<file path="config.mk">
export PLATFORM = sky130hd
export DESIGN_NAME = alu_issue_stage_flat
export DESIGN_NICKNAME = d
export VERILOG_FILES = /design/src/rtl/alu_issue_stage_if.sv /design/src/rtl/alu_issue_stage.sv /design/src/flat_wrapper.sv
export SDC_FILE = /design/constraint.sdc
export NUM_CORES = 1
export LEC_CHECK = 0
export CORE_MARGIN = 5
export CORE_UTILIZATION = 35
export CTS_BUF_LIST = sky130_fd_sc_hd__clkbuf_4 sky130_fd_sc_hd__clkbuf_8 sky130_fd_sc_hd__clkbuf_16
export DETAILED_ROUTE_END_ITERATION = 12
export DONT_BUFFER_PORTS = 1
export SYNTH_ARGS = -nofsm -noshare
export SYNTH_HDL_FRONTEND = slang
export SYNTH_SLANG_ARGS = --single-unit
</file>
<file path="constraint.sdc">
create_clock -name clk -period 4.1 [get_ports clk]
set_clock_uncertainty 0.05 [all_clocks]
set_input_delay 0.41 -clock clk [delete_from_list [all_inputs] [get_ports clk]]
set_output_delay 0.41 -clock clk [all_outputs]
set_load 0.005 [all_outputs]
</file>
<file path="src/rtl/alu_issue_stage_if.sv">
// Issue-stage handshake bundle: upstream instruction,
// downstream ALU operands and the ALU writeback port.
interface alu_issue_stage_if #(
   parameter int DATA_W = 20,
   parameter int OP_W   = 20,
   parameter int AW     = 4
);
   logic              in_valid;
   logic              in_ready;
   logic [OP_W-1:0]   in_op;
   logic [AW-1:0]     in_rd;
   logic [AW-1:0]     in_rs1;
   logic [AW-1:0]     in_rs2;
   logic              out_valid;
   logic              out_ready;
   logic [OP_W-1:0]   out_op;
   logic [DATA_W-1:0] out_a;
   logic [DATA_W-1:0] out_b;
   logic [AW-1:0]     out_rd;
   logic              wb_en;
   logic [AW-1:0]     wb_addr;
   logic [DATA_W-1:0] wb_data;

   modport master (
      output in_valid, in_op, in_rd,
      output in_rs1, in_rs2,
      output out_ready,
      output wb_en, wb_addr, wb_data,
      input  in_ready,
      input  out_valid, out_op,
      input  out_a, out_b, out_rd
   );

   modport slave (
      input  in_valid, in_op, in_rd,
      input  in_rs1, in_rs2,
      input  out_ready,
      input  wb_en, wb_addr, wb_data,
      output in_ready,
      output out_valid, out_op,
      output out_a, out_b, out_rd
   );
endinterface

</file>
<file path="src/rtl/alu_issue_stage.sv">
// Operand issue stage: register file, scoreboard
// and a registered ALU-facing output slot.
module alu_issue_stage #(
   parameter int DATA_W = 20,
   parameter int OP_W   = 20,
   parameter int NREGS  = 16,
   parameter int AW     = $clog2(NREGS)
) (
   input logic              clk,
   input logic              rst,
   alu_issue_stage_if.slave io
);
   logic [DATA_W-1:0] regs_q [NREGS];
   logic [DATA_W-1:0] regs_d [NREGS];
   logic [NREGS-1:0]  pend_q;
   logic [NREGS-1:0]  pend_d;
   logic [NREGS-1:0]  pend_eff;

   logic              valid_q, valid_d;
   logic [OP_W-1:0]   op_q, op_d;
   logic [DATA_W-1:0] a_q, a_d;
   logic [DATA_W-1:0] b_q, b_d;
   logic [AW-1:0]     rd_q, rd_d;

   logic              wb_live;
   logic              hazard;
   logic              ready;
   logic              accept;
   logic [DATA_W-1:0] src_a;
   logic [DATA_W-1:0] src_b;

   assign wb_live = io.wb_en && (io.wb_addr != '0);

   // Same-cycle writeback resolves the hazard it clears.
   always_comb begin
      pend_eff = pend_q;
      if (io.wb_en)
         pend_eff[io.wb_addr] = 1'b0;
   end

   assign hazard = pend_eff[io.in_rs1] |
                   pend_eff[io.in_rs2];
   assign ready  = (!valid_q || io.out_ready) &&
                   !hazard;
   assign accept = io.in_valid && ready;

   function automatic logic [DATA_W-1:0] rd_src(
      input logic [AW-1:0] idx
   );
      if (idx == '0)
         return '0;
      else if (wb_live && (io.wb_addr == idx))
         return io.wb_data;
      else
         return regs_q[idx];
   endfunction

   assign src_a = rd_src(io.in_rs1);
   assign src_b = rd_src(io.in_rs2);

   always_comb begin
      regs_d  = regs_q;
      pend_d  = pend_q;
      valid_d = valid_q;
      op_d    = op_q;
      a_d     = a_q;
      b_d     = b_q;
      rd_d    = rd_q;

      if (wb_live) begin
         regs_d[io.wb_addr] = io.wb_data;
         pend_d[io.wb_addr] = 1'b0;
      end

      // Issue-side set wins over a same-cycle clear.
      if (accept) begin
         valid_d = 1'b1;
         op_d    = io.in_op;
         a_d     = src_a;
         b_d     = src_b;
         rd_d    = io.in_rd;
         if (io.in_rd != '0)
            pend_d[io.in_rd] = 1'b1;
      end else if (valid_q && io.out_ready) begin
         valid_d = 1'b0;
      end
   end

   always_ff @(posedge clk) begin
      if (rst) begin
         for (int i = 0; i < NREGS; i++)
            regs_q[i] <= '0;
         pend_q  <= '0;
         valid_q <= 1'b0;
         op_q    <= '0;
         a_q     <= '0;
         b_q     <= '0;
         rd_q    <= '0;
      end else begin
         regs_q  <= regs_d;
         pend_q  <= pend_d;
         valid_q <= valid_d;
         op_q    <= op_d;
         a_q     <= a_d;
         b_q     <= b_d;
         rd_q    <= rd_d;
      end
   end

   assign io.in_ready  = ready;
   assign io.out_valid = valid_q;
   assign io.out_op    = op_q;
   assign io.out_a     = a_q;
   assign io.out_b     = b_q;
   assign io.out_rd    = rd_q;
endmodule

</file>
<file path="src/flat_wrapper.sv">
// flat-port wrapper written by rule: the top's interface ports become plain ports
module alu_issue_stage_flat 
#(
   parameter int DATA_W = 20,
   parameter int OP_W   = 20,
   parameter int NREGS  = 16,
   parameter int AW     = $clog2(NREGS)
)
  (clk, rst, io_in_valid, io_in_op, io_in_rd, io_in_rs1, io_in_rs2, io_out_ready, io_wb_en, io_wb_addr, io_wb_data, io_in_ready, io_out_valid, io_out_op, io_out_a, io_out_b, io_out_rd);
  alu_issue_stage_if #(.DATA_W(DATA_W), .OP_W(OP_W), .AW(AW)) io_i ();
  input logic clk;
  input logic rst;
  input wire logic [$bits(io_i.in_valid)-1:0] io_in_valid;
  input wire logic [$bits(io_i.in_op)-1:0] io_in_op;
  input wire logic [$bits(io_i.in_rd)-1:0] io_in_rd;
  input wire logic [$bits(io_i.in_rs1)-1:0] io_in_rs1;
  input wire logic [$bits(io_i.in_rs2)-1:0] io_in_rs2;
  input wire logic [$bits(io_i.out_ready)-1:0] io_out_ready;
  input wire logic [$bits(io_i.wb_en)-1:0] io_wb_en;
  input wire logic [$bits(io_i.wb_addr)-1:0] io_wb_addr;
  input wire logic [$bits(io_i.wb_data)-1:0] io_wb_data;
  output wire logic [$bits(io_i.in_ready)-1:0] io_in_ready;
  output wire logic [$bits(io_i.out_valid)-1:0] io_out_valid;
  output wire logic [$bits(io_i.out_op)-1:0] io_out_op;
  output wire logic [$bits(io_i.out_a)-1:0] io_out_a;
  output wire logic [$bits(io_i.out_b)-1:0] io_out_b;
  output wire logic [$bits(io_i.out_rd)-1:0] io_out_rd;
  assign io_i.in_valid = io_in_valid;
  assign io_i.in_op = io_in_op;
  assign io_i.in_rd = io_in_rd;
  assign io_i.in_rs1 = io_in_rs1;
  assign io_i.in_rs2 = io_in_rs2;
  assign io_i.out_ready = io_out_ready;
  assign io_i.wb_en = io_wb_en;
  assign io_i.wb_addr = io_wb_addr;
  assign io_i.wb_data = io_wb_data;
  assign io_in_ready = io_i.in_ready;
  assign io_out_valid = io_i.out_valid;
  assign io_out_op = io_i.out_op;
  assign io_out_a = io_i.out_a;
  assign io_out_b = io_i.out_b;
  assign io_out_rd = io_i.out_rd;
  alu_issue_stage #(.DATA_W(DATA_W), .OP_W(OP_W), .NREGS(NREGS), .AW(AW)) u_core (.clk(clk), .rst(rst), .io(io_i));
endmodule
</file>
== Yosys cells after proc, flatten, opt, wreduce, memory -nomap -nowiden ==
Cells that the tools add are included.
Storage, ports and cells
  register bits after elaboration: 401
  bits of input ports: 61
  output and inout port bits: 66
  logic and storage cells: 85
Cells by class
  magnitude comparators: 10
  equality and inequality tests: 2
  mux-type cells: 27
  bitwise gates (word level): 7
  reductions and logical operators: 17
Operators by type and width (number)
  $bwmux 320: 1
  $mux 20: 9
  $bmux 20 s4: 2
  $demux 20 s4: 1
  $mux 16: 4
  $lt 4x5->1 const B: 4
  $and 16x16->16: 1
  $not 16->16: 1
  $or 16x16->16: 1
  $ge 5x5->1 const B: 3
  $not 4->5: 3
  $logic_and 1x1->1: 9
  $bmux 1 s4: 2
  $demux 1 s4: 2
  $eq 4x4->1: 2
  $ge 4x1->1 const B: 2
  $logic_not 4->1: 2
  $reduce_bool 4->1: 2
  $mux 1: 6
  $lt 5x1->1 const B: 1
  $logic_not 1->1: 2
  $reduce_bool 2->1: 1
  $logic_or 1x1->1: 1
  $or 1x1->1: 1

== Depth between registers and ports, before layout ==
  word-level depth: 14
  depth in mapped cells: 12

== Worst setup path before layout ==
No wires, ideal clock.
  path kind: in2reg
  from: in io_in_rs2[0]
  to: reg u_core.b_q[10] (netlist: u_core.io.out_b[10])
  setup time: 0.121 ns
  data arrival time: 2.696 ns
  required time: 3.929 ns
  path slack: 1.233 ns
  cell stages on the path: 8
  buffers on the path: 3
  cell sequence: clkbuf_1 clkbuf_1 buf_2 mux4_2 mux4_2 mux2i_1 nor2_1 mux2_4
Between the ends
  cells in the longest elaborated chain, start to end: 6
  elaborated cells between the ends (all ways): 15
  those cells by class: eq/ne (1); mux (7); bitwise (2); reduce/logical (5)
RTL lines
  from (decl): line flat_wrapper.sv:17  | input wire logic [$bits(io_i.in_rs2)-1:0] io_in_rs2;
  $not 4->5 (implied by the code) / $bmux 1 s4 (equally long branches): line alu_issue_stage.sv:55, alu_issue_stage.sv:42
  $bmux 20 s4 / $mux 1 (equally long branches): line alu_issue_stage.sv:55, alu_issue_stage.sv:42
  $mux 20 (implied by the code) / $or 1x1->1 (equally long branches): line alu_issue_stage.sv:55, alu_issue_stage.sv:41
  $mux 20 (implied by the code) / $logic_not 1->1 (equally long branches): line alu_issue_stage.sv:55, alu_issue_stage.sv:44
  $mux 20 / $logic_and 1x1->1 (equally long branches): line alu_issue_stage.sv:52, alu_issue_stage.sv:43
  $mux 20 / $logic_and 1x1->1 (equally long branches): line alu_issue_stage.sv:50, alu_issue_stage.sv:45
  to (signal assigned): line alu_issue_stage.sv:97  | b_q <= '0;
  to (signal assigned): line alu_issue_stage.sv:105  | b_q <= b_d;
  to (decl): line alu_issue_stage.sv:22  | logic [DATA_W-1:0] b_q, b_d;
Parallel ways exist; a longest one is shown, timed or not. The select of a mux whose other input is x is not followed.
A chain may end at the register's enable or synchronous reset.

== Worst setup path in the final report ==
  from: in io_wb_addr[1]
  to: reg u_core.a_q[17] (netlist: u_core.io.out_a[17])
Between the ends
  cells in the longest elaborated chain, start to end: 13
  elaborated cells between the ends (all ways): 22
  those cells by class: order compare (2); eq/ne (1); mux (9); bitwise (3); reduce/logical (7)
RTL lines
  from (decl): line flat_wrapper.sv:20  | input wire logic [$bits(io_i.wb_addr)-1:0] io_wb_addr;
  $lt 4x5->1 (implied by the code) / $ge 4x1->1 (equally long branches): line alu_issue_stage.sv:38  | pend_eff[io.wb_addr] = 1'b0;
  $logic_and 1x1->1 (implied by the code): line alu_issue_stage.sv:38
  $mux 1 (implied by the code): line alu_issue_stage.sv:38
  $demux 1 s4
  $not 16->16 (no source line)
  $and 16x16->16 (no source line)
  $mux 16: line alu_issue_stage.sv:37  | if (io.wb_en)
  $bmux 1 s4, on equally long branches: line alu_issue_stage.sv:41, alu_issue_stage.sv:42
  $mux 1, on equally long branches: line alu_issue_stage.sv:41, alu_issue_stage.sv:42
  $or 1x1->1: line alu_issue_stage.sv:41  | assign hazard = pend_eff[io.in_rs1] |
  $logic_not 1->1: line alu_issue_stage.sv:44  | !hazard;
  $logic_and 1x1->1: line alu_issue_stage.sv:43  | assign ready = (!valid_q || io.out_ready) &&
  $logic_and 1x1->1: line alu_issue_stage.sv:45  | assign accept = io.in_valid && ready;
  to (signal assigned): line alu_issue_stage.sv:96  | a_q <= '0;
  to (signal assigned): line alu_issue_stage.sv:104  | a_q <= a_d;
  to (decl): line alu_issue_stage.sv:21  | logic [DATA_W-1:0] a_q, a_d;
Parallel ways exist; a longest one is shown, timed or not. The select of a mux whose other input is x is not followed.

==> results.md <==
* Final Hold Violating Endpoints at 0
* Kind of end point of the critical path: flip-flop
* Initial core utilization at 35.2%
* Routed Wire Length at 70.5 mm
* Top FF cell, synth: sky130_fd_sc_hd__dfxtp_1
* Count of unresolved DRC violations after routing at 0
* Initial antenna violation count at 0
* Min cycle time layout at 2710 ps
* Placement-stage cell area at 20500 um2
* Number of top-level design ports at 127
* Clock network fraction of design power at 45.9%
* TNS Setup at 0 ps
* Sequence of cells on the critical path: nand3b_2 -> o21ai_0 -> mux4_2 -> mux2i_1 -> a2bb2oi_1 -> and4_4 -> buf_4 -> mux2_4
* Chip Height at 250 um
* Fin cells at 2930
* Outcome: complete, no violations
* Diode insertion count for antenna repair at 0
* Final period util at 66.0%
* Worst-path cell with the longest stage delay: sky130_fd_sc_hd__buf_4
* Switching power share of the total at 23.0%
* Fraction of layout instances using a drive strength above 1 at 17.0%
* Critical path data arrival time at 3090 ps
* Number of fill cells in the layout at 5406
* Highest-count cells in the layout ignoring fill and taps: 661 x sky130_fd_sc_hd__nand2_1, 401 x sky130_fd_sc_hd__dfxtp_1, 302 x sky130_fd_sc_hd__a21oi_1
* Power share of the combinational group at 6.9%
* Final Max Tran Viols at 0
* Critical path class: primary input to flip-flop
* CTS clk-pin slew, worst paths at 60 ps
* Root buffer cell: sky130_fd_sc_hd__clkbuf_16
* Starting DRC count in detailed routing at 2055
* Global-route usage over all layers at 21.6%
* Detailed Routing Iterations Pass 1 at 6
* Std-Cell Rows at 88
* PnR Total Power at 8.50 mW
* Placed cell count at 2689
* Post-route design area at 23600 um2
* Final Net Count at 2198
* Min-Delay Path Class: primary input to flip-flop
* Sequential share of power at 47.1%
* Sequential fraction of the synthesis area at 39.8%
* Routed length per placed instance at 24.1 um
* Count of unique library cells instantiated by Yosys at 46
* Data required time of the worst path at 4480 ps
* CTS H-tree depth at 2
* Mapped Nets at 2191
* Setup repair after global routing missed its margin: false
* Sink count of the clock tree at 401
* Wire length of the first global-routing pass at 105 mm
* Worst reg2reg path depth at 7
* Clock latency of the later-clocked register in the worst-skew pair at 550 ps
* CTS buffer count at 41
* Area growth from synthesis to final layout at 17.1%
* Die Footprint at 62500 um2
* Startpoint class of the critical path: primary input
* Clock tree from TritonCTS: done
* Sw Pwr at 1.96 mW
* Post-synthesis cell count at 2130
* Static Leak at 8.01 nW
* Maximum operating frequency at 0.370 GHz
* Number of input and output port buffers inserted at 0
* Worst slew slack as a fraction of its limit at 25.0%
* Max-cap violations at 0
* Clock buffer depth at 3
* Average size of a mapped cell at 9.47 um2
* Global-route congestion overflow total at 0
* Number of setup buffers added after CTS at 0
* Async set or reset register ratio after synthesis at 0%
* Synthesis-stage register bit count at 401
* Sum of net half-perimeters after detailed placement at 36.6 mm
* Number of enable flip-flop cells after synthesis at 0
* RePlAce Congestion at 0.844
* Per-cell via count in the routed design at 5.79
* Peak supply drop at 0.275 mV
* Core region area at 57400 um2
* Antenna Nets Post-Route at 0
* Power density over the cells at 360 nW/um2
* Number of global-route vias before repair at 16.6k
* P_int at 6.54 mW
* Syn. warnings at 0
* Critical-path maximum fanout at 41
* Horiz. Die Dim at 250 um
* Measured slew at the worst slew-check pin at 1120 ps
* Pin count of the biggest net entering global routing at 212
* Vias after detailed routing at 17.0k
* Final setup violation count at 0
* Biggest cell delay along the critical path at 580 ps
* Netlist area before placement at 20200 um2
* Leading cell type in the layout, fill and taps excluded: sky130_fd_sc_hd__nand2_1
* Worst hold path stage count at 2
[registers in the layout (all words and copies together) (netlist names), named ones only]
register,flops
u_core.io.out_op,20
u_core.io.out_a,20
u_core.io.out_valid,1
u_core.pend_q,15
u_core.io.out_rd,4
u_core.io.out_b,20
u_core.regs_q,320
[what timing repair did]
item / 4_1_cts / 5_1_grt
resized for setup: 0 / 0
endpoints found under the hold margin: 358 / 0
hold buffers: 170 / 0
[metal layers]
layer	up-vias	track usage [%]	share of wire (%)
met2	1028	34.3	45
met1	8301	27.6	37
met3	209	6.29	13
li1	7413	-	-
met5	-	0	0
met4	0	9.23	4.7
[logic make-up (layout without fill, tap and decap cells)]
kind of cell / Yosys count / in the layout / synth area share (%)
AO/OA/AOI/OAI: 348 / 348 / 9.19
AND/OR/NAND/NOR: 830 / 830 / 16.8
flip-flops: 401 / 401 / 39.8
multiplexers: 312 / 312 / 29.1
XOR/XNOR: 8 / 8 / 0.347
buffers and inverters: 231 / 266 / 4.79
[layout make-up]
type / instances / area [um2] / area share [%]
Sequential cell: 401 / 8030 / 34.0
Inverter: 5 / 18.8 / 0.0795
Clock buffer: 58 / 1210 / 5.12
Multi-Input combinational cell: 1498 / 11300 / 48.0
Clock inverter: 13 / 176 / 0.747
Timing Repair Buffer: 190 / 1880 / 7.97
Tap cell: 765 / 957 / 4.05
[power by group through the flow]
stage | clock network, mW | registers (mW) | logic, mW
6_report | 3.90 | 4.01 | 0.589
5_1_grt | 4.13 | 4.01 | 0.616
4_1_cts | 3.94 | 4.01 | 0.578
3_5_place_dp | 0 | 4.09 | 0.446
3_3_place_gp | 0 | 4.09 | 0.437
2_1_floorplan | 0 | 4.08 | 0.543
[cell usage after synthesis (all sizes together), types with 3 or more instances]
| cell type | instances | area, um2 |
|---|---|---|
| nor2b | 64 | 400 |
| xnor2 | 8 | 70.1 |
| and3 | 3 | 18.8 |
| nor4 | 6 | 37.5 |
| mux2i | 66 | 661 |
| nand2 | 664 | 2490 |
| o2111ai | 4 | 35.0 |
| nor2 | 61 | 229 |
| o21ai | 16 | 83.8 |
| mux4 | 204 | 4590 |
| a21oi | 302 | 1510 |
| mux2 | 42 | 619 |
| o2bb2ai | 15 | 131 |
| clkbuf | 176 | 661 |
| nand2b | 6 | 37.5 |
| dfxtp | 401 | 8030 |
| nand3 | 7 | 40.0 |
| inv | 4 | 15.0 |
| buf | 50 | 287 |
| nor3 | 9 | 45.0 |
[stage by stage]
stage / setup slack [ps] / hold slack, ps / utilization [%]
2_1_floorplan: 1230 / 384 / -
3_3_place_gp: 897 / 397 / 35.8
3_5_place_dp: 889 / 407 / 35.8
4_1_cts: 1460 / 12.6 / 41.2
5_1_grt: 1350 / 61.8 / 41.2
6_report: 1390 / 16.7 / 41.2
[critical path: cells and delay by family]
kind	cells	cell delay, ps
multiplexers	3	750
AND/OR/NAND/NOR	2	680
AO/OA/AOI/OAI	2	640
buffers and inverters	1	580
[path summary, 6_finish.rpt]
path,start,end,slack (ps)
worst max-delay path,io_wb_addr[1],u_core.io.out_a[17],1390
worst min-delay path,io_in_rd[3],u_core.io.out_rd[3],20
worst max register to register,u_core.pend_q[5],u_core.io.out_a[17],1600
worst min register to register,u_core.regs_q[195],u_core.regs_q[195],420
(Power assumes the default switching activity.)
